===== config.mk =====
export PLATFORM = sky130hd
export DESIGN_NAME = pipe_ctrl
export DESIGN_NICKNAME = d
export VERILOG_FILES = /design/src/rtl/pipe_ctrl_pkg.sv /design/src/rtl/pipe_ctrl_fwd.sv /design/src/rtl/pipe_ctrl.sv
export SDC_FILE = /design/constraint.sdc
export NUM_CORES = 1
export LEC_CHECK = 0
export BUFFER_PORTS_ARGS = -buffer_cell sky130_fd_sc_hd__buf_2
export CAP_MARGIN = 10
export CORE_MARGIN = 3
export CORE_UTILIZATION = 51
export CTS_CLUSTER_SIZE = 8
export DETAILED_ROUTE_END_ITERATION = 7
export PLACE_DENSITY = 0.84
export SYNTH_ARGS = -nofsm -noshare
export SYNTH_HDL_FRONTEND = slang
export SYNTH_SLANG_ARGS = --single-unit

===== constraint.sdc =====
create_clock -name clk -period 2.7 [get_ports clk]
set_clock_uncertainty 0.15 [all_clocks]
set_input_delay 0.27 -clock clk [delete_from_list [all_inputs] [get_ports clk]]
set_output_delay 0.27 -clock clk [all_outputs]
set_load 0.005 [all_outputs]

===== src/rtl/pipe_ctrl_pkg.sv =====
// pipe_ctrl_pkg: shared FSM state and forwarding-select encodings for the pipeline controller.
package pipe_ctrl_pkg;

    localparam int WAIT_W = 3;

    typedef enum logic {
        RUN,
        MEMWAIT
    } state_e;

    typedef enum logic [1:0] {
        FWD_REG = 2'b00,
        FWD_ALU = 2'b01,
        FWD_WB  = 2'b10
    } fwd_e;

endpackage


===== src/rtl/pipe_ctrl_fwd.sv =====
// pipe_ctrl_fwd: single-operand forward selector, MEM result beats WB result, x0 never forwards.
module pipe_ctrl_fwd
    import pipe_ctrl_pkg::*;
#(
    parameter int REG_ADDR_W = 5
) (
    input  logic [REG_ADDR_W-1:0] rs,
    input  logic [REG_ADDR_W-1:0] mem_rd,
    input  logic [REG_ADDR_W-1:0] wb_rd,
    input  logic                  mem_wr,
    input  logic                  wb_wr,
    output logic [1:0]            sel
);

    always_comb
        sel = (mem_wr && mem_rd != '0 && mem_rd == rs) ? FWD_ALU :
              (wb_wr && wb_rd != '0 && wb_rd == rs)    ? FWD_WB  : FWD_REG;

endmodule


===== src/rtl/pipe_ctrl.sv =====
// pipe_ctrl: 5-stage pipeline hazard/stall/flush controller with memory-latency freeze,
// operand forwarding and retire/stall performance counters.
module pipe_ctrl
    import pipe_ctrl_pkg::*;
#(
    parameter int REG_ADDR_W = 5,
    parameter int MEM_LAT    = 0,
    parameter int CNT_W      = 32
) (
    input  logic                  clk,
    input  logic                  arst_n,
    input  logic                  enable,
    input  logic                  if_valid,
    input  logic [REG_ADDR_W-1:0] id_rs1,
    input  logic [REG_ADDR_W-1:0] id_rs2,
    input  logic                  id_uses_rs1,
    input  logic                  id_uses_rs2,
    input  logic [REG_ADDR_W-1:0] ex_rs1,
    input  logic [REG_ADDR_W-1:0] ex_rs2,
    input  logic [REG_ADDR_W-1:0] ex_rd,
    input  logic                  ex_mem_read,
    input  logic                  ex_branch_taken,
    input  logic [REG_ADDR_W-1:0] mem_rd,
    input  logic [REG_ADDR_W-1:0] wb_rd,
    input  logic                  mem_reg_write,
    input  logic                  wb_reg_write,
    input  logic                  mem_access,
    output logic                  pc_en,
    output logic                  if_id_en,
    output logic                  id_ex_en,
    output logic                  ex_mem_en,
    output logic                  mem_wb_en,
    output logic                  if_id_flush,
    output logic                  id_ex_flush,
    output logic [1:0]            fwd_a,
    output logic [1:0]            fwd_b,
    output logic                  valid_id,
    output logic                  valid_ex,
    output logic                  valid_mem,
    output logic                  valid_wb,
    output logic [CNT_W-1:0]      retired_cnt,
    output logic [CNT_W-1:0]      stall_cnt
);

    localparam bit HAS_LAT = (MEM_LAT > 0);
    localparam logic [WAIT_W-1:0] WAIT_INIT = HAS_LAT ? WAIT_W'(MEM_LAT - 1) : '0;

    state_e            state;
    logic [WAIT_W-1:0] wait_cnt;
    logic              mem_stall;
    logic              wait_hold;
    logic              frozen;
    logic              branch;
    logic              load_use;
    logic              lu_stall;

    // The cycle that detects a memory access is itself the first frozen cycle.
    always_comb begin
        mem_stall   = HAS_LAT && state == RUN && valid_mem && mem_access;
        wait_hold   = state == MEMWAIT && wait_cnt != '0;
        frozen      = !enable || mem_stall || wait_hold;
        branch      = !frozen && valid_ex && ex_branch_taken;
        load_use    = state == RUN && valid_ex && ex_mem_read && valid_id && ex_rd != '0 &&
                      ((id_uses_rs1 && ex_rd == id_rs1) || (id_uses_rs2 && ex_rd == id_rs2));
        lu_stall    = !frozen && !branch && load_use;
        pc_en       = !frozen && !lu_stall;
        if_id_en    = !frozen && !lu_stall;
        id_ex_en    = !frozen;
        ex_mem_en   = !frozen;
        mem_wb_en   = !frozen;
        if_id_flush = branch;
        id_ex_flush = branch || lu_stall;
    end

    always_ff @(posedge clk or negedge arst_n) begin
        if (!arst_n) begin
            state       <= RUN;
            wait_cnt    <= '0;
            valid_id    <= 1'b0;
            valid_ex    <= 1'b0;
            valid_mem   <= 1'b0;
            valid_wb    <= 1'b0;
            retired_cnt <= '0;
            stall_cnt   <= '0;
        end else if (enable) begin
            state    <= (mem_stall || wait_hold) ? MEMWAIT : RUN;
            wait_cnt <= mem_stall ? WAIT_INIT : (wait_hold ? wait_cnt - 1'b1 : '0);
            if (if_id_en)
                valid_id <= if_valid && !if_id_flush;
            if (id_ex_en)
                valid_ex <= valid_id && !id_ex_flush;
            if (ex_mem_en)
                valid_mem <= valid_ex;
            if (mem_wb_en)
                valid_wb <= valid_mem;
            if (valid_wb && mem_wb_en)
                retired_cnt <= retired_cnt + 1'b1;
            if (lu_stall)
                stall_cnt <= stall_cnt + 1'b1;
        end
    end

    pipe_ctrl_fwd #(.REG_ADDR_W(REG_ADDR_W)) u_fwd_a (
        .rs    (ex_rs1),
        .mem_rd(mem_rd),
        .wb_rd (wb_rd),
        .mem_wr(valid_mem && mem_reg_write),
        .wb_wr (valid_wb && wb_reg_write),
        .sel   (fwd_a)
    );

    pipe_ctrl_fwd #(.REG_ADDR_W(REG_ADDR_W)) u_fwd_b (
        .rs    (ex_rs2),
        .mem_rd(mem_rd),
        .wb_rd (wb_rd),
        .mem_wr(valid_mem && mem_reg_write),
        .wb_wr (valid_wb && wb_reg_write),
        .sel   (fwd_b)
    );

endmodule


# [Word-level counts from Yosys, hierarchy flattened]
# Cells that the tools add are included.
[op_classes] n_addsub=3 multipliers=0 div=0 n_lt_le_gt_ge=0 eq_ne=6 shifts=0 muxes=6 bitwise=2 n_reduce_logical=40
[op_table] cell="adder 32 x 1 -> 32 bit, second input constant" n=2
[op_table] cell="equality test 5 bit" n=6
[op_table] cell="logical AND 1 bit" n=24
[op_table] cell="nonzero test 5 bit" n=3
[op_table] cell="2-to-1 mux 2 bit" n=4
[op_table] cell="AND reduction 2 bit" n=4
[op_table] cell="zero test 1 bit" n=5
[op_table] cell="logical OR 1 bit" n=3
[op_table] cell="2-to-1 mux 3 bit" n=1
[op_table] cell="nonzero test 3 bit" n=1
[op_table] cell="subtractor 3 x 1 -> 3 bit, second input constant" n=1
[op_table] cell="NOT 1 bit" n=2
[op_table] cell="2-to-1 mux 1 bit" n=1
[totals] ff_bits=72 latch_bits=0 mem_bits_rw=0 mem_bits_ro=0 input_bits=46 out_inout_bits=79 elab_cells=65 n_memories=0

# [Logic depth before layout (Yosys ltp)]
[depth] depth_word=12 mapped_depth=8 mapped_depth_nobuf=8

# [By module]
# A second synthesis with hierarchy kept.
[unflattened] cells_unflattened=390 area_unflattened_um2=4056.4
[modules_own_cells] module="pipe_ctrl" instances=1 cells_each=350 area_per_inst_um2=3753.6
[modules_own_cells] module="pipe_ctrl_fwd" instances=2 cells_each=20 area_per_inst_um2=151.4

# [Worst setup path before layout]
# No wires, ideal clock.
[synth_path] kind="reg-to-reg" from="register stall_cnt[4]" to="register stall_cnt[26]" setup_time_ns=0.079 t_arrival_ns=1.825 path_slack_ns=0.646 stages_incl_launch_ff=7 n_path_buf=1 path_cell_list="dfrtp_1 -> nand3_2 -> or4_4 -> or2_0 -> buf_2 -> nor4b_4 -> xor2_1"
[synth_via] elab_chain_cells=1
[synth_lines] element="from (decl)" line_no="pipe_ctrl.sv:42" text="output logic [CNT_W-1:0] stall_cnt"
[synth_lines] element="from (signal assigned)" line_no="pipe_ctrl.sv:99" text="stall_cnt <= stall_cnt + 1'b1;"
[synth_lines] element="adder 32 x 1 -> 32 bit" line_no="pipe_ctrl.sv:99"
# No other way between the ends.
# A chain may end at the register's enable or synchronous reset.

# [Worst setup path after layout]
[layout_path] from="register state" to="output port id_ex_flush"
[layout_via] elab_chain_cells=9 elab_cells_between_ends=15 cone_classes="1 x bitwise; 14 x reduce/logical"
[layout_lines] element="from (decl)" line_no="pipe_ctrl.sv:48" text="state_e state;"
[layout_lines] element="from (signal assigned)" line_no="pipe_ctrl.sv:86" text="state <= (mem_stall || wait_hold) ? MEMWAIT : RUN;"
[layout_lines] element="logical AND 1 bit" line_no="pipe_ctrl.sv:60" text="wait_hold = state == MEMWAIT && wait_cnt != '0;"
[layout_lines] element="logical OR 1 bit" line_no="pipe_ctrl.sv:61" text="frozen = !enable || mem_stall || wait_hold;"
[layout_lines] element="zero test 1 bit" line_no="pipe_ctrl.sv:62, pipe_ctrl.sv:65"
[layout_lines] element="logical AND 1 bit (2 in a row)" line_no="pipe_ctrl.sv:62" text="branch = !frozen && valid_ex && ex_branch_taken;"
[layout_lines] element="zero test 1 bit" line_no="pipe_ctrl.sv:65" text="lu_stall = !frozen && !branch && load_use;"
[layout_lines] element="logical AND 1 bit (2 in a row)" line_no="pipe_ctrl.sv:65"
[layout_lines] element="logical OR 1 bit (*)" line_no="pipe_ctrl.sv:72" text="id_ex_flush = branch || lu_stall;"
[layout_lines] element="to (decl)" line_no="pipe_ctrl.sv:34" text="output logic id_ex_flush,"
# Every way passes the cells marked *; elsewhere a longest branch is shown, timed or not.

==> flow_summary.ini <==
[placed_design]
dp_slack_ns = 0.383
place_area_sq_um = 4570
routabilityCongestion = 0.916
place.port_buffers = 123
dpl.cell_count = 584
dp_hpwl_um = 6860

[clock_tree]
clk_path_buf_depth = 2
cts_sinks = 72
post_cts_buffers = 0
numCtsBuffers = 9
cts_resized = 0
htreeDepth = 3
clk_pin_slew_ns = 0.07
clock_latency_ns = 0.33
root_buffer = clkbuf_8
cts_tree = yes

[floorplan]
num_rows = 30
die_w_um = 92.7
initial_core_util = 0.546
io_pins = 125
coreArea_sq_um = 7020
fp.dieArea_sq_um = 8590
die_h_um = 92.7

[pwr]
p_int_mw = 1.89
p_leak_nw = 2.54
p_sw_frac = 0.242
powerDensity_nw_per_um2 = 518
total_power_mw = 2.50
pwr-share-seq = 0.468
pwr-share-clk = 0.413
irDropWorstVdd_mv = 0.283
p_switching_uw = 603
comb_power_share = 0.119

[route]
detail-route-antenna-nets = 0
via_count = 3321
drt_wl_total_um = 8970
via_per_inst = 5.53
wl_per_cell_um = 14.9
drc = 0
drt_iter0_drc = 89
dr.pass1.iters = 4

[critical_path]
setup.worst_path.end = id_ex_flush
r2r-end = stall_cnt[29]
arrival_ns = 1.99
critical_path_class = reg -> out
r2r_start = state
path_max_fanout = 7
rrSetupSlack_ns = 0.38
crit_start = state
reg2reg_depth = 5
end_kind = output port
start_kind = flip-flop
cp.required_ns = 2.28

[sta]
fin_ws_ns = 0.286
slew_viol_final = 0
max_freq_mhz = 414
hold_viol_final = 0
worst_slew_pin_slew_ns = 0.592
fin_crit_sh = 0.894
finalSetupTns_ns = 0
final-setup-viol-count = 0
maxSlewHeadroom = 0.604
whs_ns = 0.0563
period_needed_ns = 2.41
rsz0062_at_grt = no

[global_routing]
grt_pass1_wl_um = 15200
antenna_found_initial = 0
grt_use_total = 0.215
grt_max_degree = 39
overflow = 0
grt_pass1_vias = 3319

[final_layout]
post-route-util = 0.687
fill_cells = 569
postLayoutCellArea_sq_um = 4820
area_delta_synth_final_pct = 25.8
layout.nets = 550
final_cells = 601
num_antenna_cells = 0
drive_gt1_frac = 0.307

[yosys]
synth_ff_type = dfrtp_1
yosysSeqAreaShare = 0.470
yosysTopAreaCell = dfrtp_1
synth_area_per_cell_sq_um = 10.3
synth_seq_cells = 72
syn-num-nets = 421
yosysMostFrequentCell = dfrtp_1
ys_async_sr_fraction = 1.00
synthCells = 371
ys_warn_count = 0
syn_area_sq_um = 3830
synthTopCellsByCount = 72 x dfrtp_1, 58 x xor2_1, 34 x xnor2_1
netlist.area_leader.share = 0.470
synth_area_leaders = dfrtp_1 47%, xor2_1 13%, xnor2_1 7.8%
yosysUniqueCellTypes = 44
synth_edf_count = 0

[min_path]
holdPathStages = 3
worstHoldPathType = in -> reg

[flow_run]
cap_violations = 0

[run_status]
status = finished, final reports clean
[power groups by stage]
stage | logic (mW) | clock network, mW | registers, mW
CTS | 0.302 | 1.05 | 1.17
global placement | 0.290 | 0 | 1.19
floorplan | 0.145 | 0 | 1.19
global route | 0.338 | 1.10 | 1.18
detailed placement | 0.299 | 0 | 1.19
finish | 0.298 | 1.03 | 1.17
[worst max-delay path, cell delays in order, from the launching register on]
cell and delay [ns]:
dfrtp_1 0.46, and4bb_2 0.32, o211ai_1 0.25, or2_2 0.42, o21ai_0 0.09, buf_2 0.14
[cell type report]
cell class	instances	area (sq um)	share of cell area
flip-flops and latches	72	1800	0.374
clock buffers	11	141	0.0293
clock inverters	5	104	0.0215
multi-input cells	278	1940	0.403
well taps	96	120	0.0249
inverters	7	26.3	0.00545
repair buffers	132	686	0.142
[logic make-up after synthesis]
family                   after synthesis  synth area share
AO/OA/AOI/OAI                         15            0.0281
multiplexers                           3           0.00881
adder cells (fa/ha/maj)                4            0.0131
XOR/XNOR                              92             0.210
AND/OR/NAND/NOR                      164             0.245
buffers and inverters                 21            0.0248
flip-flops                            72             0.470
[how the worst min path moves through the flow]
stage | start | end
finish | if_valid | valid_id
global route | if_valid | valid_id
CTS | if_valid | valid_id
detailed placement | arst_n | stall_cnt[6]
global placement | arst_n | stall_cnt[6]
floorplan | arst_n | retired_cnt[0]
[cells in the final DEF (no fill, tap or decap), drive strengths merged, types with 2 or more instances in the layout]
| cell type | n |
|---|---|
| xor2 | 58 |
| or2 | 2 |
| nor2 | 12 |
| nor3 | 12 |
| bufinv | 3 |
| nand2b | 4 |
| nor4b | 2 |
| clkbuf | 11 |
| and4 | 5 |
| nand4 | 18 |
| nand3 | 29 |
| a21oi | 2 |
| nand4b | 2 |
| o211ai | 4 |
| ha | 4 |
| o21ai | 3 |
| buf | 131 |
| mux2 | 3 |
| xnor2 | 34 |
| and3 | 9 |
| nand2 | 29 |
| clkinv | 2 |
| and2 | 5 |
| nor4 | 23 |
| inv | 7 |
| dfrtp | 72 |
| or4 | 6 |
[flip-flops by register name, summed over array words and instances, names as in the netlist]
| signal | count |
|---|---|
| retired_cnt | 32 |
| stall_cnt | 32 |
| wait_cnt | 3 |
| state | 1 |
| valid_ex | 1 |
| valid_id | 1 |
| valid_mem | 1 |
| valid_wb | 1 |
[layer usage]
layer | routed length, um | track usage | up-vias
met2 | 4520 | 0.378 | 115
met1 | 3800 | 0.267 | 1617
met5 | 0 | 0 | -
met4 | 184 | 0.0769 | 0
met3 | 472 | 0.0349 | 15
li1 | - | - | 1574
[what timing repair did]
item,4_1_cts,5_1_grt
hold buffers,1,0
endpoints found under the setup margin,0,0
hold endpoints to repair,72,0
Power figures use the tool's default switching activity.
